`src/rtl/dispatch_queue_if.sv`:
```
`default_nettype none
// ---------------------------------------------------------------------------
// dispatch_queue_if : decode->ooo bundle channel with core flow control  (rev 1.0)
// ---------------------------------------------------------------------------
interface dispatch_queue_if #(
   parameter int N = 2,
   parameter int W = 64
);
   logic           squash;
   logic           structural_hazard;
   logic [N-1:0]   in_valid;
   logic [N*W-1:0] in_data;
   logic           in_ready;
   logic [N-1:0]   out_valid;
   logic [N*W-1:0] out_data;

   modport master (
      output squash, structural_hazard, in_valid, in_data,
      input  in_ready, out_valid, out_data
   );

   modport slave (
      input  squash, structural_hazard, in_valid, in_data,
      output in_ready, out_valid, out_data
   );
endinterface
`default_nettype wire

```
`src/rtl/dispatch_queue.sv`:
```
`default_nettype none
// ---------------------------------------------------------------------------
// dispatch_queue : N-wide in-order decode->ooo queue; DISPATCH_QUEUE_STATS_EN adds stall counter  (rev 1.0)
// ---------------------------------------------------------------------------
module dispatch_queue #(
   parameter int N     = 2,
   parameter int DEPTH = 8,
   parameter int W     = 64
) (
   input  logic            clock_i,
   input  logic            reset_i,
   dispatch_queue_if.slave dq
`ifdef DISPATCH_QUEUE_STATS_EN
   ,
   output logic [31:0]     stall_cycles_o
`endif
);
   localparam int            PW      = $clog2(DEPTH);
   localparam int            CW      = PW + 1;
   localparam logic [CW-1:0] C_DEPTH = CW'(DEPTH);
   localparam logic [CW-1:0] C_N     = CW'(N);

   logic [PW-1:0]    head_q, head_d;
   logic [PW-1:0]    tail_q, tail_d;
   logic [CW-1:0]    count_q, count_d;
   logic [CW-1:0]    enq_cnt, deq_cnt;
   logic             accept;
   logic [DEPTH-1:0] we;
   logic [W-1:0]     wdata [DEPTH];
   logic [W-1:0]     mem   [DEPTH];

   // Readiness uses the pre-dequeue count, so it never depends on this cycle's inputs.
   assign dq.in_ready = !reset_i && ((C_DEPTH - count_q) >= C_N);
   assign accept      = dq.in_ready && !dq.squash;

   always_comb begin
      enq_cnt = '0;
      deq_cnt = '0;
      head_d  = head_q;
      tail_d  = tail_q;
      count_d = count_q;
      for (int i = 0; i < N; i++) begin
         enq_cnt = enq_cnt + CW'(dq.in_valid[i]);
      end
      if (!accept) begin
         enq_cnt = '0;
      end
      if (!dq.structural_hazard) begin
         deq_cnt = (count_q > C_N) ? C_N : count_q;
      end
      if (dq.squash) begin
         head_d  = '0;
         tail_d  = '0;
         count_d = '0;
      end else begin
         head_d  = head_q + PW'(deq_cnt);
         tail_d  = tail_q + PW'(enq_cnt);
         count_d = count_q + enq_cnt - deq_cnt;
      end
   end

   // Lanes are contiguous, so lane i always lands at tail+i.
   always_comb begin
      we = '0;
      for (int e = 0; e < DEPTH; e++) begin
         wdata[e] = '0;
         for (int i = 0; i < N; i++) begin
            if (accept && dq.in_valid[i] && ((tail_q + PW'(i)) == PW'(e))) begin
               we[e]    = 1'b1;
               wdata[e] = dq.in_data[i*W +: W];
            end
         end
      end
   end

   for (genvar e = 0; e < DEPTH; e++) begin : g_entry
      logic [W-1:0] entry_q;
      always_ff @(posedge clock_i or posedge reset_i) begin
         if (reset_i) begin
            entry_q <= '0;
         end else if (we[e]) begin
            entry_q <= wdata[e];
         end
      end
      assign mem[e] = entry_q;
   end

   always_ff @(posedge clock_i or posedge reset_i) begin
      if (reset_i) begin
         head_q  <= '0;
         tail_q  <= '0;
         count_q <= '0;
      end else begin
         head_q  <= head_d;
         tail_q  <= tail_d;
         count_q <= count_d;
      end
   end

   always_comb begin
      dq.out_valid = '0;
      dq.out_data  = '0;
      for (int i = 0; i < N; i++) begin
         dq.out_valid[i]       = (count_q > CW'(i));
         dq.out_data[i*W +: W] = mem[head_q + PW'(i)];
      end
   end

`ifdef DISPATCH_QUEUE_STATS_EN
   logic [31:0] stall_q;
   always_ff @(posedge clock_i or posedge reset_i) begin
      if (reset_i) begin
         stall_q <= '0;
      end else if (dq.out_valid[0] && dq.structural_hazard && !dq.squash && (stall_q != 32'hFFFF_FFFF)) begin
         stall_q <= stall_q + 32'd1;
      end
   end
   assign stall_cycles_o = stall_q;
`endif

   logic [N-1:0] valid_inc;
   assign valid_inc = dq.in_valid + N'(1);

   a_contiguous_valid: assert property (@(posedge clock_i) disable iff (reset_i)
      accept |-> ((dq.in_valid & valid_inc) == '0));

endmodule
`default_nettype wire

```
`src/flat_wrapper.sv`:
```
// flat-port wrapper written by rule: the top's interface ports become plain ports
module dispatch_queue_flat 
#(
   parameter int N     = 2,
   parameter int DEPTH = 8,
   parameter int W     = 64
)
  (clock_i, reset_i, dq_squash, dq_structural_hazard, dq_in_valid, dq_in_data, dq_in_ready, dq_out_valid, dq_out_data);
  dispatch_queue_if #(.N(N), .W(W)) dq_i ();
  input  logic clock_i;
  input  logic reset_i;
  input wire logic [$bits(dq_i.squash)-1:0] dq_squash;
  input wire logic [$bits(dq_i.structural_hazard)-1:0] dq_structural_hazard;
  input wire logic [$bits(dq_i.in_valid)-1:0] dq_in_valid;
  input wire logic [$bits(dq_i.in_data)-1:0] dq_in_data;
  output wire logic [$bits(dq_i.in_ready)-1:0] dq_in_ready;
  output wire logic [$bits(dq_i.out_valid)-1:0] dq_out_valid;
  output wire logic [$bits(dq_i.out_data)-1:0] dq_out_data;
  assign dq_i.squash = dq_squash;
  assign dq_i.structural_hazard = dq_structural_hazard;
  assign dq_i.in_valid = dq_in_valid;
  assign dq_i.in_data = dq_in_data;
  assign dq_in_ready = dq_i.in_ready;
  assign dq_out_valid = dq_i.out_valid;
  assign dq_out_data = dq_i.out_data;
  dispatch_queue #(.N(N), .DEPTH(DEPTH), .W(W)) u_core (.clock_i(clock_i), .reset_i(reset_i), .dq(dq_i));
endmodule
```
`config.mk`:
```
export PLATFORM = sky130hd
export DESIGN_NAME = dispatch_queue_flat
export DESIGN_NICKNAME = d
export VERILOG_FILES = /design/src/rtl/dispatch_queue_if.sv /design/src/rtl/dispatch_queue.sv /design/src/flat_wrapper.sv
export SDC_FILE = /design/constraint.sdc
export NUM_CORES = 2
export LEC_CHECK = 0
export CAP_MARGIN = 20
export CORE_AREA = 2 2 243 341
export CTS_BUF_LIST = sky130_fd_sc_hd__clkbuf_4 sky130_fd_sc_hd__clkbuf_8 sky130_fd_sc_hd__clkbuf_16
export CTS_CLUSTER_SIZE = 10
export DETAILED_ROUTE_END_ITERATION = 6
export DIE_AREA = 0 0 245 343
export GPL_ROUTABILITY_DRIVEN = 0
export GPL_TIMING_DRIVEN = 0
export SLEW_MARGIN = 30
export SYNTH_ARGS = -nofsm -noshare
export SYNTH_HDL_FRONTEND = slang
export SYNTH_SLANG_ARGS = --single-unit
```
`constraint.sdc`:
```
create_clock -name clock_i -period 26 [get_ports clock_i]
set_input_delay 5.2 -clock clock_i [delete_from_list [all_inputs] [get_ports clock_i]]
set_output_delay 5.2 -clock clock_i [all_outputs]
set_load 0.01 [all_outputs]
```
## Word level (Yosys, flattened, before mapping)

Index checks and enable logic that the tools add are counted.

| storage, ports and cells | value |
|---|---|
| register bits after elaboration | 522 |
| output and inout bits | 131 |
| input bits | 134 |

| cells by class | value |
|---|---|
| mux-type cells | 44 |
| bitwise gates (word level) | 2 |
| reductions and logical operators | 24 |
| magnitude comparators | 6 |
| add/subtract/negate cells | 8 |
| equality and inequality tests | 14 |

Operators with widths:

| operator | count |
|---|---|
| 64-bit two-way mux | 20 |
| 64-bit binary-select mux with 3-bit select | 2 |
| 3-bit equality test (second input constant) | 8 |
| 1-bit logical AND | 20 |
| 1-bit two-way mux | 16 |
| 4-bit two-way mux | 4 |
| 3-bit by 2-bit equality test with 1-bit output (second input constant) | 4 |
| 4-bit greater-or-equal comparator (second input constant) | 2 |
| 4-bit by 1-bit greater-than comparator with 1-bit output (second input constant) | 2 |
| 3-bit inverter with 4-bit output | 2 |
| 3-bit by 1-bit adder with 3-bit output (second input constant) | 2 |
| 3-bit adder | 2 |
| 3-bit by 1-bit equality test with 1-bit output (second input constant) | 2 |
| 3-bit logical NOT | 2 |
| 3-bit two-way mux | 2 |
| 4-bit adder | 1 |
| 4-bit by 2-bit greater-or-equal comparator with 1-bit output (second input constant) | 1 |
| 4-bit by 2-bit greater-than comparator with 1-bit output (second input constant) | 1 |
| 4-bit subtractor | 1 |
| 4-bit subtractor (first input constant) | 1 |
| 1-bit by 1-bit adder with 2-bit output | 1 |
| 1-bit logical NOT | 2 |

## Logic depth before layout (Yosys ltp)

| logic depth | value |
|---|---|
| word-level depth | 8 |
| gate-level depth with buffers | 14 |
| gate-level depth less buffers | 13 |

## Worst setup path after synthesis

Ideal clock, no wire load.

| timing path | value |
|---|---|
| kind | input-to-output |
| from | input reset_i |
| to | output dq_in_ready |
| path slack | 15.401 ns |
| arrival | 5.399 ns |
| stages | 1 |
| required time | 20.800 ns |
| buffers on the path | 0 |
| path through | a21oi_1 |

| on the way | value |
|---|---|
| word-level cells in the longest chain between the ends | 2 |

Ends and longest elaborated chain:

| item | line | RTL |
|---|---|---|
| start: declaration | flat_wrapper.sv:11 | `input logic reset_i;` |
| 1-bit logical NOT (no source line) | - |  |
| 1-bit logical AND | dispatch_queue.sv:33 | `assign dq.in_ready = !reset_i && ((C_DEPTH - count_q) >= C_N);` |
| end: declaration | flat_wrapper.sv:16 | `output wire logic [$bits(dq_i.in_ready)-1:0] dq_in_ready;` |

Every way passes these cells.

## Final worst setup path

Ends and elaborated chain as after synthesis.

==> results.yml <==
outcome:
  outcome: "complete, but fails checks"
  violations: "design-rule violations"
drt:
  post_drt_wl_per_cell_um: 28.3
  detail_route.drc_violations: 1
  vias_per_cell: 6.22
  drt_iter0_drc: 3600
  drtAntennaViolNets: 0
  detail_route.first_pass.iterations: 7
  vias: 29303
  finalWirelength_mm: 133
timing:
  layout_worst_path_cycle_share_pct: 47.0
  finalHoldViolations: 0
  hold_ws_ns: 0.561
  maxSlewHeadroom_pct: 30.7
  setup_skew_ns: 0.0311
  timing_worst_slew_pin_value_ns: 1.04
  unrepaired_setup_endpoints_after_global_routing: "no"
  min_period_ns: 12.21
  setup_viols_final: 0
  fmaxAchievable_ghz: 0.0819
  final-max-slew-violation-count: 0
grt:
  global_route.usage.total_pct: 31.4
  first_global_vias: 28622
  grt_antenna_before_repair: 16
  largest_net_degree_at_the_start_of_global_routing: 88
  grt_pass1_wl_mm: 195
  grt_overflow: 0
cts:
  cts_sinks: 522
  tritoncts.num_buffers: 60
  cts_max_level: 2
  cts_tree: "done"
  clock_latency_ns: 0.67
  holdBufCountCts: 0
  clk_pin_slew_ns: 0.06
  cts.repair_timing.setup_buffer_count: 0
  cts.root.buffer_cell: "sky130_fd_sc_hd__clkbuf_16"
  cts.path.max_buffers: 3
  cts-resized-gates: 0
synth:
  synth-edff-count: 0
  synth_top_cell_area_share_pct: 40.6
  total_of_flip_flops_plus_latches_after_synthesis: 522
  yosys.area.top_type: "sky130_fd_sc_hd__dfrtp_1"
  synth_area_leaders: "sky130_fd_sc_hd__dfrtp_1 (41%), sky130_fd_sc_hd__mux4_2 (18%), sky130_fd_sc_hd__nand2_1 (10%), sky130_fd_sc_hd__a31oi_1 (8.3%), sky130_fd_sc_hd__nor2_1 (6.0%)"
  mappedNetlistNets: 3562
  synthFlopType: "sky130_fd_sc_hd__dfrtp_1"
  seq_area_frac_synth_pct: 40.6
  synth_warnings: 0
  synthesis.area_per_instance_sq_um: 9.44
  synth.lib_cells_used.distinct: 44
  synthesized_netlist_cell_count: 3409
  asyncSetResetFlopFracSynth_pct: 100
  synthesis.area_sq_um: 32200
finish:
  finish.utilization_pct: 45.5
  post-route-cell-area_sq_um: 36900
  final.fill_count: 7821
  drive_above_1_share_pct: 19.0
  areaGrowthSynthToFinish_pct: 14.7
  nets: 3770
place:
  detailed_place_hpwl_mm: 92.7
  place.port_buffers: 136
  place_area_sq_um: 35200
die:
  io_pins: 265
  floorplan.core_area_sq_um: 81100
  placement_rows: 124
  die-area_sq_um: 84000
  chipWidth_um: 245
  die_height_um: 343
  initial_core_util_pct: 39.7
setup_path:
  setup.worst_path.end_class: "output pin"
  timing.critical_path.from_type: "primary input"
  cp_max_fo: 7
  crit_chain: "clkdlybuf4s50_1 > a21oi_1 > clkdlybuf4s50_1"
  timing.critical_path.slowest_cell_delay_ns: 0.72
  cp_top_family: "buffers and inverters"
  r2r-start: "u_core.tail_q[0]"
  crit_path_buffers_inverters: 2
  cp-startpoint: "reset_i"
  ff2ff_path_depth: 10
  timing.critical_path.required_ns: 20.80
  worst-path-stages: 3
  critical_path.slowest_cell: "sky130_fd_sc_hd__clkdlybuf4s50_1"
  library_cell_appearing_most_often_on_the_critical_path: "sky130_fd_sc_hd__clkdlybuf4s50_1"
  crit_arrival_ns: 7.01
  category_of_the_critical_setup_timing_path: "primary input to output pin"
power_and_ir_drop:
  power_frac_comb_pct: 48.5
  power.share.switching_pct: 37.4
  pwr-share-seq_pct: 31.3
  power.ir.vdd_worst_mv: 0.0645
  power_density_nw_per_um2: 107
  power_mw: 3.96
  internal_power_mw: 2.48
  static-leakage-power_nw: 15.1
  power.switching_mw: 1.48
  clk_pwr_share_pct: 20.3
job:
  max_capacitance_violation_total: 0
min_path:
  timing.hold.worst.start: "u_core.g_entry[1].entry_q[45]"
  holdPathStages: 2
  min-delay-path-class: "flop to flop"
-- cells by family (layout without fill, tap and decap cells) --
logic type                 after synthesis  in the layout  share of synthesized area (%)
buffers and inverters                  426            651                           5.68
and+or+nand+nor                       1406           1406                           16.7
muxes                                  469            469                           25.0
adders and majority gates               19             19                          0.832
AOI/OAI and AO/OA                      559            559                           10.9
xor gates and xnor gates                 8              8                          0.241
other                                    0              6                              0
DFF                                    522            522                           40.6
-- final timing paths --
path | end | slack (ns)
worst max-delay path | dq_in_ready | 13.79
worst min-delay path | u_core.g_entry[1].entry_q[45] | 0.56
worst max register to register | u_core.g_entry[6].entry_q[2] | 21.68
worst min register to register | u_core.g_entry[1].entry_q[45] | 0.56
max in group asynchronous | u_core.g_entry[1].entry_q[27] | 19.00
min in group asynchronous | u_core.g_entry[0].entry_q[55] | 5.36
-- sequential cells by signal, summed over array words and instances, names as in the netlist --
name / flops
u_core.g_entry.entry_q: 512
u_core.head_q: 3
u_core.count_q: 4
u_core.tail_q: 3
-- Yosys cell counts (3+ instances only) --
master / number
sky130_fd_sc_hd__a31oi_1: 428
sky130_fd_sc_hd__inv_1: 14
sky130_fd_sc_hd__xnor2_1: 4
sky130_fd_sc_hd__o211a_1: 3
sky130_fd_sc_hd__xor2_1: 3
sky130_fd_sc_hd__a22oi_1: 4
sky130_fd_sc_hd__mux2i_1: 85
sky130_fd_sc_hd__nand2_1: 868
sky130_fd_sc_hd__clkbuf_1: 211
sky130_fd_sc_hd__a21oi_1: 91
sky130_fd_sc_hd__o21ai_0: 12
sky130_fd_sc_hd__buf_1: 33
sky130_fd_sc_hd__o211ai_2: 3
sky130_fd_sc_hd__clkbuf_2: 38
sky130_fd_sc_hd__nand3_1: 7
sky130_fd_sc_hd__mux2_2: 128
sky130_fd_sc_hd__a21oi_2: 4
sky130_fd_sc_hd__nor2b_1: 7
sky130_fd_sc_hd__mux4_2: 256
sky130_fd_sc_hd__a21o_1: 5
sky130_fd_sc_hd__buf_2: 124
sky130_fd_sc_hd__fa_1: 4
sky130_fd_sc_hd__nor2_1: 511
sky130_fd_sc_hd__buf_4: 5
sky130_fd_sc_hd__ha_1: 15
sky130_fd_sc_hd__dfrtp_1: 522
-- worst min-delay path: cells and delay by family, from the launching register on --
kind,cells,cell delay [ns]
DFF,1,0.37
AOI/OAI and AO/OA,1,0.10
and+or+nand+nor,1,0.05
-- stage by stage --
| stage | TNS, ns | instances | setup WS [ns] |
|---|---|---|---|
| after detailed placement | 0 | 4626 | 13.82 |
| after floorplan | 0 | 3409 | 6.22 |
| after global routing | 0 | 4706 | 13.84 |
| after global placement | -884.02 | 4616 | -1.75 |
| final | 0 | 4711 | 13.79 |
| after CTS | 0 | 4705 | 13.81 |
-- layout by cell type (no fill, tap or decap), types with 3 or more instances in the layout --
cell type / instances
sky130_fd_sc_hd__o21ai_0: 12
sky130_fd_sc_hd__a22oi_1: 3
sky130_fd_sc_hd__ha_1: 15
sky130_fd_sc_hd__mux2_2: 128
sky130_fd_sc_hd__xnor2_1: 4
sky130_fd_sc_hd__clkbuf_4: 10
sky130_fd_sc_hd__diode_2: 6
sky130_fd_sc_hd__clkdlybuf4s50_1: 136
sky130_fd_sc_hd__nor2b_1: 7
sky130_fd_sc_hd__nor2_1: 511
sky130_fd_sc_hd__a31oi_1: 428
sky130_fd_sc_hd__nand2_1: 868
sky130_fd_sc_hd__clkbuf_1: 203
sky130_fd_sc_hd__buf_2: 141
sky130_fd_sc_hd__inv_1: 13
sky130_fd_sc_hd__a22oi_2: 3
sky130_fd_sc_hd__clkbuf_2: 50
sky130_fd_sc_hd__a21o_1: 5
sky130_fd_sc_hd__mux4_2: 256
sky130_fd_sc_hd__o211ai_2: 3
sky130_fd_sc_hd__buf_16: 7
sky130_fd_sc_hd__a21oi_1: 91
sky130_fd_sc_hd__dfrtp_1: 522
sky130_fd_sc_hd__buf_1: 12
sky130_fd_sc_hd__nand3_1: 7
sky130_fd_sc_hd__buf_4: 7
sky130_fd_sc_hd__clkbuf_16: 60
sky130_fd_sc_hd__o211a_1: 3
sky130_fd_sc_hd__mux2i_1: 85
sky130_fd_sc_hd__fa_1: 4
sky130_fd_sc_hd__a21oi_2: 4
sky130_fd_sc_hd__clkbuf_8: 3
-- power groups by stage --
stage / logic (mW) / registers [mW] / clock network (mW)
final: 1.92 / 1.24 / 0.803
after detailed placement: 1.92 / 1.24 / 0
after global placement: 1.89 / 1.23 / 0
after CTS: 1.93 / 1.23 / 0.806
after global routing: 2.04 / 1.26 / 0.836
after floorplan: 1.16 / 1.17 / 0
-- routing by layer --
layer	track usage [%]	vias to the layer above	part of all wire [%]
li1	-	12362	-
met1	37.3	14823	36
met2	52.6	1663	49
met3	7.56	429	9.0
met4	17.0	26	5.9
met5	0	-	0.14
-- area by class of cell --
cell class	instances	area (sq um)	share of cell area, %
sequential	522	13100	35.4
clock buffer	73	1620	4.38
timing repair buffer	146	1580	4.29
antenna	6	15.0	0.0407
clock inverter	6	87.6	0.237
multi-input combinational	2461	17300	46.9
buffer	412	1810	4.91
inverter	14	60.1	0.163
tap	1071	1340	3.63
(Power assumes the default switching activity.)
